<file path="src/rtl/temporizador_contagem.sv">
// MM:SS countdown timer: shifts in BCD keypad digits, counts down once per 1 Hz tick.
// Optional buzzer pulse after expiry is enabled by defining TIMER_ALARM_EN.
module temporizador_contagem #(
    parameter int SYNC_STAGES   = 2,
    parameter int SEC_WRAP_TENS = 5,
    parameter int ALARM_TICKS   = 3
) (
    input  logic       clk,
    input  logic       rst,
    input  logic [3:0] D,
    input  logic       loadn,
    input  logic       pgt_1Hz,
    input  logic       start,
    input  logic       stop,
    output logic [3:0] min_tens,
    output logic [3:0] min_ones,
    output logic [3:0] sec_tens,
    output logic [3:0] sec_ones,
    output logic       running,
    output logic       done,
    output logic       zero,
    output logic       alarm,
    output logic [1:0] state_dbg
);

    // start/stop are single-cycle request pulses sampled on every rising edge with no
    // acknowledge; stop outranks start whenever both are high in the same cycle.
    typedef enum logic [1:0] {IDLE = 2'd0, RUN = 2'd1, PAUSE = 2'd2, DONE = 2'd3} state_t;

    if (SYNC_STAGES < 2 || ALARM_TICKS < 1) begin : g_param_check
        $error("temporizador_contagem: SYNC_STAGES must be >= 2 and ALARM_TICKS >= 1");
    end

    state_t                 state, state_n;
    logic [15:0]            digits, digits_n, shifted, decremented;
    logic [SYNC_STAGES-1:0] sync_ff;
    logic                   sync_q, loadn_q, tick, key_evt;

    always_ff @(posedge clk) begin
        if (rst) begin
            sync_ff <= '0;
            sync_q  <= 1'b0;
            loadn_q <= 1'b0;
        end else begin
            sync_ff <= {sync_ff[SYNC_STAGES-2:0], pgt_1Hz};
            sync_q  <= sync_ff[SYNC_STAGES-1];
            loadn_q <= loadn;
        end
    end

    assign tick    = sync_ff[SYNC_STAGES-1] & ~sync_q;
    assign key_evt = loadn & ~loadn_q;

    // Seconds may hold up to 99 from entry, so borrow only looks at "is this digit zero".
    function automatic logic [15:0] bcd_dec(input logic [15:0] v);
        logic [15:0] r;
        r = v;
        if (v[3:0] != 4'd0) begin
            r[3:0] = v[3:0] - 4'd1;
        end else if (v[7:4] != 4'd0) begin
            r[7:4] = v[7:4] - 4'd1;
            r[3:0] = 4'd9;
        end else if (v[15:8] != 8'd0) begin
            r[7:0] = {4'(SEC_WRAP_TENS), 4'd9};
            if (v[11:8] != 4'd0) begin
                r[11:8] = v[11:8] - 4'd1;
            end else begin
                r[11:8]  = 4'd9;
                r[15:12] = v[15:12] - 4'd1;
            end
        end
        return r;
    endfunction

    always_comb begin
        state_n     = state;
        digits_n    = digits;
        shifted     = (key_evt && D <= 4'd9) ? {digits[11:0], D} : digits;
        decremented = bcd_dec(digits);
        case (state)
            IDLE: begin
                if (stop) begin
                    digits_n = '0;
                end else begin
                    digits_n = shifted;
                    if (start && shifted != 16'd0) state_n = RUN;
                end
            end
            RUN: begin
                if (stop) begin
                    state_n = PAUSE;
                end else if (tick) begin
                    digits_n = decremented;
                    if (decremented == 16'd0) state_n = DONE;
                end
            end
            PAUSE: begin
                if (stop) begin
                    state_n  = IDLE;
                    digits_n = '0;
                end else if (start) begin
                    state_n = RUN;
                end
            end
            DONE: begin
                digits_n = '0;
                if (start || stop || key_evt) state_n = IDLE;
            end
            default: begin
                state_n  = IDLE;
                digits_n = '0;
            end
        endcase
    end

    always_ff @(posedge clk) begin
        if (rst) begin
            state   <= IDLE;
            digits  <= '0;
            running <= 1'b0;
            done    <= 1'b0;
        end else begin
            state   <= state_n;
            digits  <= digits_n;
            running <= (state_n == RUN);
            done    <= (state_n == DONE);
        end
    end

`ifdef TIMER_ALARM_EN
    localparam int AW = $clog2(ALARM_TICKS + 1);
    logic [AW-1:0] alarm_cnt;

    // The tick that causes expiry is not counted; the alarm lasts ALARM_TICKS further ticks.
    always_ff @(posedge clk) begin
        if (rst || state_n != DONE) begin
            alarm     <= 1'b0;
            alarm_cnt <= '0;
        end else if (state != DONE) begin
            alarm     <= 1'b1;
            alarm_cnt <= '0;
        end else if (alarm && tick) begin
            alarm_cnt <= alarm_cnt + 1'b1;
            if (alarm_cnt == AW'(ALARM_TICKS - 1)) alarm <= 1'b0;
        end
    end
`else
    assign alarm = 1'b0;
`endif

    assign {min_tens, min_ones, sec_tens, sec_ones} = digits;
    assign zero      = (digits == 16'd0);
    assign state_dbg = state;

endmodule
</file>
<file path="config.mk">
export PLATFORM = sky130hd
export DESIGN_NAME = temporizador_contagem
export DESIGN_NICKNAME = d
export VERILOG_FILES = /design/src/rtl/temporizador_contagem.sv
export SDC_FILE = /design/constraint.sdc
export NUM_CORES = 1
export LEC_CHECK = 0
export BUFFER_PORTS_ARGS = -buffer_cell sky130_fd_sc_hd__buf_2
export CAP_MARGIN = 20
export CORE_UTILIZATION = 50
export CTS_CLUSTER_SIZE = 25
export DETAILED_ROUTE_END_ITERATION = 8
export PLACE_DENSITY = 0.77
export SLEW_MARGIN = 40
export SYNTH_ARGS = -nofsm -noshare
export SYNTH_HDL_FRONTEND = slang
export SYNTH_SLANG_ARGS = --single-unit
</file>
<file path="constraint.sdc">
create_clock -name clk -period 3.8 [get_ports clk]
set_clock_uncertainty 0.15 [all_clocks]
set_input_delay 0.57 -clock clk [delete_from_list [all_inputs] [get_ports clk]]
set_output_delay 0.57 -clock clk [all_outputs]
set_load 0.03 [all_outputs]
</file>
==> out/qor.yml <==
ys_types: 49
crit_fanout: 8
synth_ff_type: "dfxtp_1"
wl_per_cell_microns: 16.51
leakagePower_uw: 0.0008279
path_cells: "inv_1 -> ha_1 -> or3b_1 -> nor4_4 -> buf_2"
max_freq_ghz: 0.3249
detail_route.wirelength.met1_mm: 2.313
cts_setup_buffers: 0
h-tree-depth: 1
grt_max_degree: 23
synth-seq-cells: 24
cts.sinks: 24
path_class: "reg2out"
synth_warnings: 0
num_vias: 1924
grt_antenna_before_repair: 0
wl_met3_microns: 405
io_buffers: 30
cts_root_buf: "clkbuf_4"
syn_area_sq_mm: 0.001804
fp.coreArea_sq_mm: 0.003390
place_congestion: 0.9507
top_layer: "met4"
syn_inst: 245
min_period_ns: 3.078
maxCapViolCount: 0
timing.setup.tns_ns: 0
placed_area_sq_mm: 0.001934
crit_family: "simple AND/OR/NAND/NOR gates"
period_share_pct: 80.99
hold_viol: 0
diodes: 0
detail-route-antenna-nets: 0
yosys.area.top_type: "dfxtp_1"
power_density_mw_per_mm2: 485.2
cts_tree: "yes"
synth.most_common_cell: "nor2_1"
dpl.hpwl_mm: 3.601
min_path_type: "reg2reg"
grt_setup_unrepaired: "false"
syn_avg_cell_area_sq_um: 7.364
clkTransAtPathRegs_ns: 0.13
path_buf_inv: 2
first_iter_violations: 169
hold_buffers: 0
fp.dieH_microns: 62.07
start_util_pct: 53.23
synth_area_leaders: "dfxtp_1 (27%), a21oi_1 (8.6%), nor2_1 (6.9%)"
grt_overflow: 0
area_growth_pct: 8.461
cts.path.max_buffers: 2
setup_viol: 0
slowest_delay_ns: 0.53
tightest_slew_ns: 0.8092
crit_arrival_ns: 2.36
wl_met2_mm: 2.224
end_kind: "primary output"
seq_area_frac_synth_pct: 26.63
insertion_delay_ns: 0.32
row_count: 21
synth-edff-count: 0
grt_pass1_wl_mm: 7.838
synth_fp_nets: 261
die_width_microns: 62.07
crit_path_top_delay_cell: "or3b_1"
synth_common_cells: "nor2_1 (33), a21oi_1 (31), dfxtp_1 (24)"
routed_via_density: 6.267
cp.required_ns: 3.08
wl_mm: 5.070
cts_buffers: 3
dieArea_sq_mm: 0.003853
grt_pass1_vias: 1565
final_max_slew_viol_count: 0
ios: 32
cts_resized: 0
ir_drop_v: 0.0002500
maxSlewHeadroom_pct: 46.05
p_total_uw: 949.4
grt_use_total_pct: 27.78
synth_top_area_share_pct: 26.63
layout-drive-gt1-share_pct: 18.39
first_pass_iters: 4
startpoint_type: "register"
nets: 279
ff2ff_setup_slack_ns: 0.93
synthArstFlopShare_pct: 0
finalInstanceArea_sq_mm: 0.001957
outcome: "finished clean"
post-route-drc-count: 0
-- final timing paths --
path,start,endpoint,cells after the start
max,digits[0],zero,5
min,sync_ff[0],sync_ff[1],1
max reg2reg,digits[0],running,8
min reg2reg,sync_ff[0],sync_ff[1],1
-- state kept, by name, summed over array words and instances, names as in the netlist --
register	cells
done	1
running	1
loadn_q	1
digits	16
sync_ff	2
sync_q	1
state_dbg	2
-- layout make-up --
cell class                 count  area (sq um)
fill                         311          1433
timing repair buffer          32         165.2
inverter                      13         48.80
tap                           46         57.56
sequential                    24         480.5
clock buffer                   3         22.52
multi-input combinational    189          1182
-- cells by family after synthesis --
logic type / synth area share, %
simple gates: 28.16
mux: 5.201
fa+ha+maj: 4.161
buf+inv: 8.044
flops: 26.63
compound gates: 27.60
other cells: 0.2078
-- report_power, final --
group	total [uW]	internal (uW)	switching, uW
logic	516	187	329
registers	321	274	46.6
clock network	113	37.2	75.7
total	949	498	451
-- layout by cell type, fill, tap and decap left out, types with 4 or more instances in the layout --
cell	Yosys	layout
dfxtp_1	24	24
nand3_1	4	4
nand4_1	5	5
o21ai_0	15	15
buf_2	2	30
mux2i_1	8	8
o221ai_1	5	5
nor2b_1	7	7
a21oi_1	31	30
nor3_1	10	10
nor2_1	33	33
inv_1	13	13
nand2_1	15	15
ha_1	6	6
-- through the flow --
step	hold WS, ns	setup slack, ns	instances	utilization [%]
after floorplan	0.2638	0.8844	245	-
after global placement	0.2861	0.8715	304	57.07
after detailed placement	0.2840	0.8455	304	57.07
after CTS	0.3033	0.7608	307	57.73
after global routing	0.3229	0.6292	307	57.73
final	0.3105	0.7225	307	57.73
-- layer usage --
metal	vias to the layer above	global-route usage (%)
met4	0	8.254
met1	893	39.67
li1	927	-
met2	89	40.88
met3	15	7.039
met5	-	0
Power figures use the tool's default switching activity.
